File: config.mk
export PLATFORM = sky130hd
export DESIGN_NAME = apb_slv_regfile
export DESIGN_NICKNAME = d
export VERILOG_FILES = /design/src/rtl/apb_slv_pkg.sv /design/src/rtl/apb_slv_regbank.sv /design/src/rtl/dffa_rstn.sv /design/src/rtl/apb_slv_regfile.sv
export SDC_FILE = /design/constraint.sdc
export NUM_CORES = 1
export LEC_CHECK = 0
export BUFFER_PORTS_ARGS = -buffer_cell sky130_fd_sc_hd__buf_2
export CAP_MARGIN = 0
export CORE_MARGIN = 4
export CORE_UTILIZATION = 35
export DETAILED_ROUTE_END_ITERATION = 16
export GPL_TIMING_DRIVEN = 0
export PLACE_DENSITY = 0.56
export SLEW_MARGIN = 25
export SYNTH_ARGS = -nofsm -noshare
export SYNTH_HDL_FRONTEND = slang
export SYNTH_SLANG_ARGS = --single-unit
File: constraint.sdc
create_clock -name apb_clk -period 52.3 [get_ports apb_clk]
set_input_delay 5.23 -clock apb_clk [delete_from_list [all_inputs] [get_ports apb_clk]]
set_output_delay 5.23 -clock apb_clk [all_outputs]
set_load 0.05 [all_outputs]
File: src/rtl/apb_slv_pkg.sv
// apb_slv_pkg: shared types and helpers for the APB register-file completer.
// Optional feature macro used by the importing modules: APB_SLV_WAIT_EN.
package apb_slv_pkg;

   typedef enum logic [1:0] {
      IDLE  = 2'd0,
      WAIT  = 2'd1,
      READY = 2'd2
   } apb_state_e;

   localparam int WAIT_CNT_W = 4;

   // Register index width; a 2-entry bank still needs one index bit.
   function automatic int apb_slv_idx_w(input int reg_num);
      return (reg_num <= 2) ? 1 : $clog2(reg_num);
   endfunction

   // Expand 4 byte strobes into a 32-bit lane mask.
   function automatic logic [31:0] strb_mask(input logic [3:0] strb);
      logic [31:0] mask;
      mask = '0;
      for (int i = 0; i < 4; i++) begin
         mask[8*i +: 8] = {8{strb[i]}};
      end
      return mask;
   endfunction

endpackage

File: src/rtl/apb_slv_regbank.sv
// apb_slv_regbank: REG_NUM x 32 storage with a byte-strobed write port,
// a combinational read mux and a flat export of all registers.
module apb_slv_regbank
   import apb_slv_pkg::*;
#(
   parameter int REG_NUM = 16,
   parameter int IDX_W   = 4
) (
   input  logic                     clk,
   input  logic                     rst,
   input  logic                     we,
   input  logic [IDX_W-1:0]         idx,
   input  logic [31:0]              wdata,
   input  logic [3:0]               strb,
   input  logic [IDX_W-1:0]         rd_idx,
   output logic [31:0]              rdata,
   output logic [REG_NUM-1:0][31:0] regs_o
);

   logic [31:0] mask;
   logic [31:0] reg_q [REG_NUM];

   assign mask  = strb_mask(strb);
   assign rdata = reg_q[rd_idx];

   for (genvar i = 0; i < REG_NUM; i++) begin : g_reg
      logic        en;
      logic [31:0] d;
      assign en = we && (idx == IDX_W'(i));
      // Only strobed lanes take new data; the rest keep their value.
      assign d  = (reg_q[i] & ~mask) | (wdata & mask);
      dffa_rstn #(.W(32)) u_ff (
         .clk (clk),
         .rst (rst),
         .en  (en),
         .d   (d),
         .q   (reg_q[i])
      );
   end

   // Flatten the storage for downstream consumers.
   always_comb begin
      regs_o = '0;
      for (int i = 0; i < REG_NUM; i++) begin
         regs_o[i] = reg_q[i];
      end
   end

endmodule

File: src/rtl/dffa_rstn.sv
// dffa_rstn: enabled register with asynchronous active-high clear.
module dffa_rstn #(
   parameter int W = 32
) (
   input  logic         clk,
   input  logic         rst,
   input  logic         en,
   input  logic [W-1:0] d,
   output logic [W-1:0] q
);

   // Load on enable, clear immediately on reset.
   always_ff @(posedge clk or posedge rst) begin
      if (rst) begin
         q <= '0;
      end else if (en) begin
         q <= d;
      end
   end

endmodule

File: src/rtl/apb_slv_regfile.sv
// apb_slv_regfile: APB3/APB4 completer fronting a bank of 32-bit registers.
// Optional macro APB_SLV_WAIT_EN: when defined, WAIT_CYC wait states are
// inserted through a WAIT state and down-counter; otherwise every transfer
// is zero-wait.
//
// state | meaning
// IDLE  | no transfer; setup phase captures the command
// WAIT  | wait states being counted down (APB_SLV_WAIT_EN only)
// READY | pready_o high; completes on psel_i & penable_i
module apb_slv_regfile
   import apb_slv_pkg::*;
#(
   parameter int APB_AW   = 11,
   parameter int APB_DW   = 32,
   parameter int REG_NUM  = 16,
   parameter int WAIT_CYC = 2
) (
   input  logic                     apb_clk,
   input  logic                     rst_n,
   input  logic                     psel_i,
   input  logic                     penable_i,
   input  logic                     pwrite_i,
   input  logic [APB_AW-1:0]        paddr_i,
   input  logic [31:0]              pwdata_i,
   input  logic [3:0]               pstrb_i,
   input  logic [2:0]               pprot_i,
   output logic [31:0]              prdata_o,
   output logic                     pready_o,
   output logic                     pslverr_o,
   output logic [REG_NUM-1:0][31:0] regs_o
);

   localparam int IDX_W = apb_slv_idx_w(REG_NUM);

   apb_state_e       state_q, state_d;
   logic             wr_q, wr_d;
   logic             err_q, err_d;
   logic [IDX_W-1:0] idx_q, idx_d;
   logic [31:0]      wdata_q, wdata_d;
   logic [3:0]       strb_q, strb_d;
   logic [31:0]      prdata_q, prdata_d;
   logic             pready_q, pready_d;
   logic             pslverr_q, pslverr_d;
`ifdef APB_SLV_WAIT_EN
   logic [WAIT_CNT_W-1:0] cnt_q, cnt_d;
`endif

   logic [IDX_W-1:0] bus_idx;
   logic             bus_err;
   logic [IDX_W-1:0] rd_idx;
   logic [31:0]      rdata;
   logic             we;
   logic             unused_ok;

   // pprot_i is observed but carries no meaning for this block.
   assign unused_ok = ^{pprot_i, 32'(APB_DW), 32'(WAIT_CYC)};

   assign bus_idx = paddr_i[2 +: IDX_W];
   assign bus_err = (paddr_i[1:0] != 2'b00) ||
                    (paddr_i[APB_AW-1:2+IDX_W] != '0);
   // Entering READY straight from IDLE must read with the live bus index.
   assign rd_idx  = (state_q == IDLE) ? bus_idx : idx_q;

   assign prdata_o  = prdata_q;
   assign pready_o  = pready_q;
   assign pslverr_o = pslverr_q;

   // Next-state, command capture and registered-output computation.
   always_comb begin
      state_d   = state_q;
      wr_d      = wr_q;
      err_d     = err_q;
      idx_d     = idx_q;
      wdata_d   = wdata_q;
      strb_d    = strb_q;
      prdata_d  = prdata_q;
      pready_d  = pready_q;
      pslverr_d = pslverr_q;
      we        = 1'b0;
`ifdef APB_SLV_WAIT_EN
      cnt_d     = cnt_q;
`endif
      case (state_q)
         IDLE: begin
            if (psel_i && !penable_i) begin
               wr_d    = pwrite_i;
               err_d   = bus_err;
               idx_d   = bus_idx;
               wdata_d = pwdata_i;
               strb_d  = pstrb_i;
`ifdef APB_SLV_WAIT_EN
               cnt_d   = WAIT_CNT_W'(WAIT_CYC);
               if (WAIT_CYC != 0) begin
                  state_d = WAIT;
               end else begin
                  state_d   = READY;
                  pready_d  = 1'b1;
                  pslverr_d = bus_err;
                  if (!pwrite_i) prdata_d = bus_err ? 32'h0 : rdata;
               end
`else
               state_d   = READY;
               pready_d  = 1'b1;
               pslverr_d = bus_err;
               if (!pwrite_i) prdata_d = bus_err ? 32'h0 : rdata;
`endif
            end
         end
`ifdef APB_SLV_WAIT_EN
         WAIT: begin
            if (!psel_i) begin
               state_d = IDLE;
            end else if (cnt_q == WAIT_CNT_W'(1)) begin
               state_d   = READY;
               pready_d  = 1'b1;
               pslverr_d = err_q;
               if (!wr_q) prdata_d = err_q ? 32'h0 : rdata;
            end else begin
               cnt_d = cnt_q - 1'b1;
            end
         end
`endif
         READY: begin
            if (!psel_i || penable_i) begin
               we        = psel_i && wr_q && !err_q;
               state_d   = IDLE;
               pready_d  = 1'b0;
               pslverr_d = 1'b0;
            end
         end
         default: begin
            state_d   = IDLE;
            pready_d  = 1'b0;
            pslverr_d = 1'b0;
         end
      endcase
   end

   // FSM, captured command and registered outputs.
   always_ff @(posedge apb_clk or posedge rst_n) begin
      if (rst_n) begin
         state_q   <= IDLE;
         wr_q      <= 1'b0;
         err_q     <= 1'b0;
         idx_q     <= '0;
         wdata_q   <= '0;
         strb_q    <= '0;
         prdata_q  <= '0;
         pready_q  <= 1'b0;
         pslverr_q <= 1'b0;
`ifdef APB_SLV_WAIT_EN
         cnt_q     <= '0;
`endif
      end else begin
         state_q   <= state_d;
         wr_q      <= wr_d;
         err_q     <= err_d;
         idx_q     <= idx_d;
         wdata_q   <= wdata_d;
         strb_q    <= strb_d;
         prdata_q  <= prdata_d;
         pready_q  <= pready_d;
         pslverr_q <= pslverr_d;
`ifdef APB_SLV_WAIT_EN
         cnt_q     <= cnt_d;
`endif
      end
   end

   apb_slv_regbank #(
      .REG_NUM (REG_NUM),
      .IDX_W   (IDX_W)
   ) u_regbank (
      .clk    (apb_clk),
      .rst    (rst_n),
      .we     (we),
      .idx    (idx_q),
      .wdata  (wdata_q),
      .strb   (strb_q),
      .rd_idx (rd_idx),
      .rdata  (rdata),
      .regs_o (regs_o)
   );

endmodule

After elaboration in Yosys (flattened, before gate mapping)
Index checks and enable logic that the tools add are counted.
{ "classes": {"eq_ne": 18, "bitwise_logic": 36, "magnitude_cmp": 1, "muxes": 15, "n_reduce_logical": 31} }
{ "op_table": {"columns": ["cell", "n"], "rows": [
  ["$and 32x32->32", 17],
  ["$or 32x32->32", 16],
  ["$bmux 32 s4", 1],
  ["$mux 32", 3],
  ["$eq 4x4->1 const B", 8],
  ["$not 32->32", 1],
  ["$logic_and 1x1->1", 19],
  ["$eq 4x3->1 const B", 4],
  ["$eq 4x2->1 const B", 2],
  ["$ge 5x5->1 const B", 1],
  ["$mux 1", 5],
  ["$not 4->5", 1],
  ["$reduce_bool 5->1", 1],
  ["$eq 4x1->1 const B", 1],
  ["$logic_not 4->1", 1],
  ["$mux 2", 2],
  ["$mux 4", 1],
  ["$pmux 1 s2", 2],
  ["$pmux 2 s2", 1],
  ["$reduce_and 2->1", 2],
  ["$logic_not 1->1", 3],
  ["$reduce_and 3->1", 1],
  ["$eq 2x2->1 const B", 1],
  ["$logic_not 2->1", 1],
  ["other kinds (5)", 6]
]} }
{ "totals": {"ff_bits": 590, "inputBits": 55, "word_cells": 126, "out_inout_bits": 546} }

Logic depth before layout (Yosys ltp)
Gate-level depths: netlist of the first run.
{ "depth": {"depth_word": 7, "ltp_mapped": 9, "depth_no_buf": 5} }

Modules after synthesis
Synthesis of the first run repeated with hierarchy kept, for this count alone.
{ "unflattened": {"hier_cells": 2795, "area_unflattened_um2": 33452.1} }
{ "by_module_without_submodules": {"columns": ["mod", "instances", "seq_area_each_um2", "area_each_um2", "cells_per_inst"], "rows": [
  ["dffa_rstn", 16, 800.8, 1348.8, 69],
  ["apb_slv_regbank", 1, 0.0, 8836.0, 1442],
  ["apb_slv_regfile", 1, 1901.8, 3035.4, 249]
]} }

Worst setup path after synthesis of the first run
OpenSTA, ideal clock, no wires.
{ "synth_timing": {"kind": "in2reg", "start": "input port paddr_i[2]", "end": "register prdata_q[10], in the netlist prdata_o[10]", "setup_slack_ns": 45.435, "setup_ns": 0.136, "arrival_time_ns": 6.729, "n_path_buf": 3, "t_required_ns": 52.164, "stages": 8, "path_cell_list": "buf_2 > nor2b_1 > a32oi_1 > buf_2 > buf_4 > a41oi_1 > a2111oi_0 > o31ai_1"} }
{ "synth_between": {"elab_chain_len": 6} }
{ "synth_rtl": {"columns": ["element", "line_no", "text"], "rows": [
  ["start, declared", "apb_slv_regfile.sv:23", "input logic [APB_AW-1:0] paddr_i,"],
  ["$mux 4", "apb_slv_regfile.sv:62", "assign rd_idx = (state_q == IDLE) ? bus_idx : idx_q;"],
  ["$not 4->5 (not written as such)", "apb_slv_regbank.sv:24", "assign rdata = reg_q[rd_idx];"],
  ["$bmux 32 s4", "apb_slv_regbank.sv:24", null],
  ["$mux 32 (not written as such) (2 in series)", "apb_slv_regbank.sv:24", null],
  ["$mux 32", "apb_slv_regfile.sv:105", "if (!pwrite_i) prdata_d = bus_err ? 32'h0 : rdata;"],
  ["end signal, assigned", "apb_slv_regfile.sv:161", "prdata_q <= prdata_d;"],
  ["end, declared", "apb_slv_regfile.sv:41", "logic [31:0] prdata_q, prdata_d;"]
]} }
No other way between the ends. The select of a mux whose other input is x is not followed.
A chain may end at the register's enable or synchronous reset.

Final worst setup path of the first run
{ "layout_timing": {"start": "input port paddr_i[3]", "end": "register prdata_q[22], in the netlist prdata_o[22]"} }
The elaborated chain is that of the path after synthesis.

==> results of run 1 <==
cells in the mapped netlist, types with 3 or more instances:
cell	number
nand2_1	330
or2_1	3
nor2_4	8
o2111ai_1	27
mux2_1	5
dfrtp_1	588
or2_2	3
nor2b_1	5
mux2i_1	87
mux2_2	550
a2111oi_0	29
nand2b_1	7
nand2_2	3
o31ai_1	31
o22ai_1	8
a32oi_1	3
nor2_1	111
nor2_2	52
a221o_1	3
buf_1	8
nand3_1	63
a41oi_1	29
buf_2	49
nand4_1	4
o221a_2	29
o21ai_0	34
o22a_1	3
clkbuf_1	91
buf_4	7
a21oi_1	39
a21boi_0	31
nor3_1	35
tightest hold or removal path: cells and delay by family, from the launching register on:
| family | cells | cell delay [ps] |
|---|---|---|
| AOI/OAI and AO/OA | 1 | 50 |
| and+or+nand+nor | 1 | 50 |
| DFF | 1 | 340 |
per-stage QoR:
step	setup slack, ps	total power, mW	cell area, sq um	hold WS, ps	std cells
after CTS	45070	1.57	34400	482	4071
after detailed placement	44420	1.06	32000	469	3947
after global placement	24290	1.05	31800	462	3941
after floorplan	30620	0.804	27600	502	2305
final	45080	1.57	34500	479	4077
after global routing	45020	1.62	34400	504	4073
final timing paths:
kind	startpoint	endpoint	slack [ps]	depth (start not counted)
max	paddr_i[3]	prdata_o[22]$_DFFE_PP0P_	45080	8
min	prdata_o[29]$_DFFE_PP0P_	prdata_o[29]$_DFFE_PP0P_	480	2
max reg2reg	pready_o$_DFFE_PP0P_	prdata_o[12]$_DFFE_PP0P_	48920	8
min reg2reg	prdata_o[29]$_DFFE_PP0P_	prdata_o[29]$_DFFE_PP0P_	480	2
max in group asynchronous	rst_n	wdata_q[18]$_DFFE_PP0P_	45830	5
min in group asynchronous	rst_n	async pin	4700	2
kinds of logic after synthesis:
| group | Yosys count | share of synthesized area, % |
|---|---|---|
| buffers and inverters | 158 | 2.50 |
| XOR/XNOR | 1 | 0.0318 |
| multiplexers | 643 | 25.9 |
| AND/OR/NAND/NOR | 633 | 10.3 |
| AO/OA/AOI/OAI | 281 | 7.85 |
| adder cells (fa/ha/maj) | 1 | 0.0454 |
| flip-flops | 588 | 53.4 |
routing by layer:
metal	wire [microns]	part of all wire, %	up-vias
met1	50900	39	12088
met2	61400	47	1228
li1	-	-	9708
met5	14	0.011	-
met4	6380	4.9	2
met3	12600	9.6	295
power breakdown:
part           internal [mW]  total (mW)  switching, mW
combinational          0.127       0.537          0.410
sequential             0.480       0.521         0.0410
clock                  0.311       0.513          0.202
area by class of cell:
class                      count  area share [%]
clock inverter                23           0.922
clock buffer                 101            6.04
timing repair buffer         602            9.14
antenna                        6          0.0436
inverter                       2          0.0436
sequential                   588            42.7
multi-input combinational   1559            35.3
tap                         1040            3.78
buffer                       156            2.00
==> flow_metrics.py, run 1 <==
metrics = {
    "clock_network": {
        "clk_pin_slew_ps": 60,
        "cts_resized": 0,
        "cts_buffer_depth": 3,
        "cts_root_buf": "clkbuf_16",
        "cts_buffers": 71,
        "cts_tree": "built",
        "clkLatencyLatePin_ps": 600,
        "clock_sinks": 588,
        "h-tree-depth": 3,
        "cts_setup_buffers": 0,
        "ctsHoldBuffers": 0,
    },
    "route": {
        "ant_nets": 0,
        "first_pass_iters": 5,
        "drc_errors": 0,
        "first_iter_violations": 1887,
        "vias": 23321,
        "finalWirelength_microns": 131000,
        "wl_per_cell_microns": 32.2,
        "via_per_inst": 5.72,
    },
    "synthesis": {
        "synth_edf_count": 0,
        "synth_top_area_cell": "dfrtp_1",
        "ys.flop_type": "dfrtp_1",
        "synth_top_area_share_pct": 53.4,
        "syn_inst": 2305,
        "ys_async_sr_fraction_pct": 100,
        "netlist_area_sq_um": 27600,
        "synth_nets": 2361,
        "ys_ff_latch": 588,
        "avgSynthCellArea_sq_um": 12.0,
        "synth_warnings": 0,
        "synth_area_leaders": "dfrtp_1, mux2_2, nand2_1",
        "synth_seq_area_share_pct": 53.4,
        "synthDistinctLibCells": 57,
    },
    "pwr": {
        "cellPowerDensity_nw_per_um2": 45.6,
        "p_leak_nw": 17.6,
        "vdd_drop_max_mv": 0.0331,
    },
    "worst_setup_path": {
        "crit_buf_inv": 3,
        "path_cells": "buf_2 -> mux2_2 -> buf_2 -> buf_2 -> mux2i_1 -> mux2i_1 -> o2111ai_1 -> o31ai_1",
        "crit_required_ps": 52800,
        "critPathMaxStageDelay_ps": 710,
        "crit_top_cell": "buf_2",
        "arrival_ps": 7720,
        "cp_max_fo": 10,
        "start_kind": "input port",
        "cp_top_family": "buffers and inverters",
        "worstSetupEndpointType": "flop",
        "criticalPathCategory": "in2reg",
        "cp_slowest_cell": "buf_2",
    },
    "timing": {
        "final.period_utilization_pct": 13.8,
        "clock.fmax_mhz": 138,
        "slew-limit-headroom_pct": 22.1,
        "slew_viol_final": 0,
        "tns_ps": 0,
        "final-setup-viol-count": 0,
        "hold_viol_final": 0,
        "tightest_slew_ps": 1170,
        "rsz0062_at_grt": "no",
        "skew_ps": 17.0,
        "layout_min_cycle_time_ps": 7220,
    },
    "finish": {
        "drive_gt1_share_pct": 47.3,
        "regArea_sq_um": 14700,
        "final_cell_mix": "buf_2, dfrtp_1, mux2_2",
        "syn_to_final_growth_pct": 25.0,
        "fillerInstances": 7337,
        "final_common_cell": "buf_2",
        "utilization_pct": 44.3,
        "multi_input_area_sq_um": 12200,
        "fin_nets": 3036,
    },
    "global_routing": {
        "grt_pass1_vias": 23812,
        "grt_pass1_wl_microns": 181000,
        "antenna_found_initial": 12,
        "grt_use_met3_pct": 9.08,
        "grt_start_max_net_pins": 93,
        "use_met1_pct": 38.4,
        "met2_usage_pct": 49.4,
        "overflow": 0,
        "grt.total_usage_pct": 30.7,
        "top_usage_layer": "met2",
    },
    "floorplan": {
        "core_area_sq_um": 77700,
        "initial_core_util_pct": 35.5,
        "placementRows": 102,
        "ios": 601,
        "fp.dieW_microns": 289,
        "die_y_microns": 289,
        "dieArea_sq_um": 83300,
    },
    "run_status": {
        "status": "completed",
    },
    "min_path": {
        "hold_path.class": "reg2reg",
    },
    "placed_design": {
        "io_buffers": 596,
        "place_congestion": 0.926,
        "dp_hpwl_microns": 94200,
    },
    "run": {
        "drv_cap": 0,
    },
}
No activity file was read; power rests on OpenSTA's default activity.
==> run 2: changes to the inputs <==
--- a/config.mk
+++ b/config.mk
@@ -5,13 +5,14 @@
 export SDC_FILE = /design/constraint.sdc
 export NUM_CORES = 1
 export LEC_CHECK = 0
+export ABC_AREA = 1
 export BUFFER_PORTS_ARGS = -buffer_cell sky130_fd_sc_hd__buf_2
 export CAP_MARGIN = 0
 export CORE_MARGIN = 4
 export CORE_UTILIZATION = 35
 export DETAILED_ROUTE_END_ITERATION = 16
 export GPL_TIMING_DRIVEN = 0
-export PLACE_DENSITY = 0.56
+export PLACE_DENSITY = 0.59
 export SLEW_MARGIN = 25
 export SYNTH_ARGS = -nofsm -noshare
 export SYNTH_HDL_FRONTEND = slang
==> constraint.sdc (replaced) <==
create_clock -name apb_clk -period 6.6 [get_ports apb_clk]
set_input_delay 0.66 -clock apb_clk [delete_from_list [all_inputs] [get_ports apb_clk]]
set_output_delay 0.66 -clock apb_clk [all_outputs]
set_load 0.05 [all_outputs]
==> flow_metrics.py, run 2 <==
metrics = {
    "synthesis": {
        "synth_top_area_cell": "dfrtp_1",
        "synth_warnings": 0,
        "ys_ff_latch": 588,
        "avgSynthCellArea_sq_um": 8.28,
        "synth_top_area_share_pct": 56.1,
        "netlist_area_sq_um": 26200,
        "synth_edf_count": 0,
        "yosysMostFrequentCell": "nand2_1",
        "ys_async_sr_fraction_pct": 100,
        "synth_nets": 3224,
        "ys.flop_type": "dfrtp_1",
        "synth_area_leaders": "dfrtp_1, nand2_1, nand3_1",
        "synth_common_cells": "nand2_1, nand3_1, dfrtp_1, o21ai_0, buf_2",
        "synthDistinctLibCells": 22,
        "synth_seq_area_share_pct": 56.1,
        "syn_inst": 3168,
    },
    "finish": {
        "final_cell_area_sq_um": 33300,
        "final_common_cell": "nand2_1",
        "drive_gt1_share_pct": 22.3,
        "final_cell_mix": "nand2_1, buf_2, nand3_1",
        "syn_to_final_growth_pct": 26.8,
        "fin_cells": 4883,
        "fillerInstances": 7515,
        "utilization_pct": 44.7,
        "fin_nets": 3916,
    },
    "clock_network": {
        "cts_root_buf": "clkbuf_16",
        "ctsHoldBuffers": 0,
        "cts_buffer_depth": 3,
        "h-tree-depth": 3,
        "cts_setup_buffers": 0,
        "clk_pin_slew_ps": 70,
        "cts_tree": "built",
        "clock_sinks": 588,
        "clkLatencyLatePin_ps": 610,
        "cts_resized": 0,
        "cts_buffers": 69,
    },
    "timing": {
        "slew-limit-headroom_pct": 27.1,
        "rsz0062_at_grt": "no",
        "tightest_slew_ps": 1090,
        "final-setup-viol-count": 0,
        "final.period_utilization_pct": 45.7,
        "tns_ps": 0,
        "clock.fmax_mhz": 332,
        "fin_hold_ws_ps": 45.5,
        "slew_viol_final": 0,
        "layout_setup_ws_ps": 3580,
        "layout_min_cycle_time_ps": 3020,
        "hold_viol_final": 0,
        "skew_ps": 24.2,
    },
    "worst_setup_path": {
        "start_kind": "flop",
        "crit_required_ps": 7150,
        "arrival_ps": 3570,
        "criticalPathCategory": "reg2reg",
        "cp_max_fo": 10,
        "worstSetupEndpointType": "flop",
    },
    "floorplan": {
        "core_area_sq_um": 74400,
        "dieArea_sq_um": 79400,
        "die_y_microns": 282,
        "initial_core_util_pct": 35.3,
        "fp.dieW_microns": 282,
        "ios": 601,
        "placementRows": 100,
    },
    "route": {
        "ant_nets": 0,
        "drc_errors": 0,
        "first_pass_iters": 6,
        "via_per_inst": 5.58,
        "wl_per_cell_microns": 27.1,
        "finalWirelength_microns": 133000,
        "vias": 27261,
        "first_iter_violations": 3361,
    },
    "placed_design": {
        "dp_hpwl_microns": 101000,
        "dp_cells": 4758,
        "detailedPlace.worstSlack_ps": 3310,
        "io_buffers": 597,
        "place_congestion": 0.930,
        "place_area_sq_um": 31000,
    },
    "pwr": {
        "vdd_drop_max_mv": 0.201,
        "p_clk_share_pct": 27.2,
        "p_sw_mw": 6.87,
        "intPower_mw": 7.59,
        "totalPowerFinal_mw": 14.5,
        "cellPowerDensity_nw_per_um2": 435,
        "switching_share_pct": 47.5,
        "p_seq_share_pct": 29.5,
        "p_leak_nw": 16.4,
        "p_comb_share_pct": 43.3,
    },
    "global_routing": {
        "overflow": 0,
        "grt_start_max_net_pins": 33,
        "antenna_found_initial": 10,
        "grt.total_usage_pct": 32.4,
        "grt_pass1_wl_microns": 185000,
        "grt_pass1_vias": 25475,
    },
    "run_status": {
        "status": "completed",
    },
    "run": {
        "drv_cap": 0,
    },
    "min_path": {
        "hold_path.class": "in2async",
    },
}
## run 2: changes by cell type after synthesis, sizes merged, moves of 34 or more
cell   before   now
buf        65   140
mux2      555     0
nor2      171    23
nor3       36     2
nand2     333  1020
nand3      65   687
mux2i      88     0
o21ai      34   553
inv         2    48
a21oi      41     0
## run 2: worst max-delay path, cell delays in order (launching register included)
cell and delay, ps:
dfrtp_1 410, buf_2 210, o21ai_1 860, inv_1 450
clkbuf_1 470, nand3_1 330, nand3_1 130, nand2_1 80
## run 2: power groups by stage
stage / clock (mW) / sequential (mW) / combinational, mW
2_1_floorplan: 0 / 5.08 / 2.74
3_3_place_gp: 0 / 4.33 / 6.09
3_5_place_dp: 0 / 4.32 / 6.16
4_1_cts: 3.97 / 4.26 / 6.18
5_1_grt: 4.12 / 4.31 / 6.54
6_report: 3.93 / 4.27 / 6.26
## run 2: routing by layer
layer	track usage [%]	vias up	part of all wire [%]
li1	-	12030	-
met1	42.5	13469	40
met2	51.8	1493	46
met3	7.87	263	9.1
met4	13.0	6	4.5
met5	0	-	0.035
## run 2: cell type report
class,count,area (sq um),share of cell area [%]
flip-flops and latches,588,14700,44.2
inverters,48,184,0.552
multi-input cells,2288,10200,30.7
well taps,969,1210,3.64
plain buffers,244,1140,3.44
clock buffers,103,2070,6.21
diodes,4,10.0,0.0301
clock inverters,18,231,0.695
repair buffers,621,3520,10.6
## run 2: final timing paths
kind	end	cells after the start	startpoint	slack (ps)
setup / recovery	prdata_o[0]$_DFFE_PP0P_	7	pready_o$_DFFE_PP0P_	3580
hold / removal	prdata_o[20]$_DFFE_PP0P_	2	rst_n	50
setup reg to reg	prdata_o[0]$_DFFE_PP0P_	7	pready_o$_DFFE_PP0P_	3580
hold reg to reg	prdata_o[22]$_DFFE_PP0P_	2	prdata_o[22]$_DFFE_PP0P_	470
max in group asynchronous	async pin	9	rst_n	4760
min in group apb_clk	wdata_q[21]$_DFFE_PP0P_	3	pwdata_i[21]	250
## run 2: cell families after synthesis
kind of cell | count (synthesis) | share of synthesized area [%]
AOI/OAI and AO/OA | 554 | 10.6
xor gates and xnor gates | 1 | 0.0334
adders and majority gates | 1 | 0.0477
buffers and inverters | 292 | 5.04
DFF | 588 | 56.1
and+or+nand+nor | 1732 | 28.2
==> run 3: changes to the inputs <==
--- a/config.mk
+++ b/config.mk
@@ -5,14 +5,14 @@
 export SDC_FILE = /design/constraint.sdc
 export NUM_CORES = 1
 export LEC_CHECK = 0
-export ABC_AREA = 1
+export ABC_AREA = 0
 export BUFFER_PORTS_ARGS = -buffer_cell sky130_fd_sc_hd__buf_2
 export CAP_MARGIN = 0
 export CORE_MARGIN = 4
 export CORE_UTILIZATION = 35
 export DETAILED_ROUTE_END_ITERATION = 16
 export GPL_TIMING_DRIVEN = 0
-export PLACE_DENSITY = 0.59
+export PLACE_DENSITY = 0.56
 export SLEW_MARGIN = 25
 export SYNTH_ARGS = -nofsm -noshare
 export SYNTH_HDL_FRONTEND = slang
==> constraint.sdc (replaced) <==
create_clock -name apb_clk -period 3 [get_ports apb_clk]
set_input_delay 0.3 -clock apb_clk [delete_from_list [all_inputs] [get_ports apb_clk]]
set_output_delay 0.3 -clock apb_clk [all_outputs]
set_load 0.05 [all_outputs]
==> flow_metrics.py, run 3 (synthesis gave the netlist of run 1 again) <==
metrics = {
    "floorplan": {
        "placementRows": 102,
        "fp.dieW_microns": 289,
        "dieArea_sq_um": 83300,
        "ios": 601,
        "initial_core_util_pct": 35.5,
        "die_y_microns": 289,
        "core_area_sq_um": 77700,
    },
    "placed_design": {
        "io_buffers": 596,
        "place_congestion": 0.902,
        "dp_hpwl_microns": 95100,
        "dp_cells": 3962,
    },
    "route": {
        "ant_nets": 0,
        "drc_errors": 0,
        "finalWirelength_microns": 131000,
        "vias": 23255,
        "first_pass_iters": 5,
        "first_iter_violations": 1916,
        "via_per_inst": 5.62,
        "wl_per_cell_microns": 31.8,
    },
    "timing": {
        "final-setup-viol-count": 43,
        "skew_ps": 23.6,
        "fin_hold_ws_ps": 53.4,
        "final.period_utilization_pct": 103,
        "slew_viol_final": 0,
        "rsz0062_at_grt": "yes",
        "clock.fmax_mhz": 323,
        "hold_viol_final": 0,
        "layout_min_cycle_time_ps": 3100,
        "tns_ps": -2530,
        "layout_setup_ws_ps": -99.4,
        "tightest_slew_ps": 1030,
        "slew-limit-headroom_pct": 31.4,
    },
    "clock_network": {
        "cts_buffers": 70,
        "clkLatencyLatePin_ps": 610,
        "clock_sinks": 588,
        "cts_tree": "built",
        "cts_buffer_depth": 3,
        "clk_pin_slew_ps": 70,
        "h-tree-depth": 3,
        "cts_root_buf": "clkbuf_16",
    },
    "worst_setup_path": {
        "crit_required_ps": 3480,
        "start_kind": "flop",
        "worstSetupEndpointType": "flop",
        "arrival_ps": 3580,
        "criticalPathCategory": "reg2reg",
        "cp_max_fo": 8,
    },
    "pwr": {
        "cellPowerDensity_nw_per_um2": 785,
        "vdd_drop_max_mv": 0.452,
        "p_leak_nw": 18.0,
    },
    "run_status": {
        "status": "complete, but fails checks",
        "violations": "setup timing",
    },
    "global_routing": {
        "top_usage_layer": "met2",
        "grt.total_usage_pct": 30.7,
        "use_met1_pct": 39.1,
        "antenna_found_initial": 7,
        "overflow": 0,
        "grt_use_met3_pct": 7.28,
        "met2_usage_pct": 50.1,
        "grt_pass1_wl_microns": 181000,
        "grt_pass1_vias": 23745,
        "grt_start_max_net_pins": 33,
    },
    "finish": {
        "fin_nets": 3095,
        "final_common_cell": "buf_2",
        "drive_gt1_share_pct": 47.9,
        "final_cell_mix": "buf_2, dfrtp_1, mux2_2",
        "fin_cells": 4135,
        "syn_to_final_growth_pct": 28.1,
    },
    "min_path": {
        "hold_path.class": "in2reg",
    },
    "run": {
        "drv_cap": 0,
    },
}
## run 3: timing repair
item / CTS / global route
hold buffers: 39 / 0
endpoints found under the setup margin: 86 / 104
resized for setup: 35 / 38
hold endpoints to repair: 66 / 0
setup buffers: 3 / 3
pin swaps: 1 / 0
## run 3: path summary, 6_finish.rpt
check,start,endpoint,slack [ps],cells past startpoint
worst min-delay path,paddr_i[1],err_q$_DFFE_PP0P_,50,3
worst min register to register,prdata_o[31]$_DFFE_PP0P_,prdata_o[31]$_DFFE_PP0P_,480,2
max in group asynchronous,rst_n,async pin,920,9
worst max-delay path,pready_o$_DFFE_PP0P_,flop,-100,6
worst max register to register,pready_o$_DFFE_PP0P_,flop,-100,6
min in group asynchronous,rst_n,async pin,350,3
## run 3: worst max-delay path: stages (launching register included)
cell and delay (ps):
dfrtp_1 520, buf_4 240, nand4_2 130, nor3_2 270, nand2_1 470, nor2_2 920
mux2_2 420
## run 3: final cells by class
class | instances | area [sq um]
Buffer | 156 | 777
Timing Repair Buffer | 662 | 3870
Clock buffer | 102 | 2090
Fill cell | 7302 | 42400
Tap cell | 1040 | 1300
Multi-Input combinational cell | 1559 | 12200
Inverter | 2 | 11.3
Antenna cell | 4 | 10.0
Sequential cell | 588 | 14700
Clock inverter | 22 | 302
## run 3: where the power goes
part	total (mW)	switching (mW)	internal, mW
Clock	8.95	3.57	5.38
Combinational	9.67	7.23	2.44
Sequential	9.08	0.722	8.36
## run 3: routing by layer
layer | wire length, microns | up-vias
li1 | - | 9792
met1 | 52000 | 12048
met2 | 61900 | 1130
met3 | 11000 | 279
met4 | 6340 | 6
met5 | 29 | -
## run 3: stage by stage
step	worst slack, ps	cell area, sq um	total power, mW	utilization (%)
2_1_floorplan	-5320	27600	14.0	-
3_3_place_gp	-8690	31800	18.3	41.0
3_5_place_dp	-319	32300	18.5	41.6
4_1_cts	-92.7	35200	27.6	45.3
5_1_grt	-184	35300	28.5	45.4
6_report	-99.4	35300	27.7	45.4
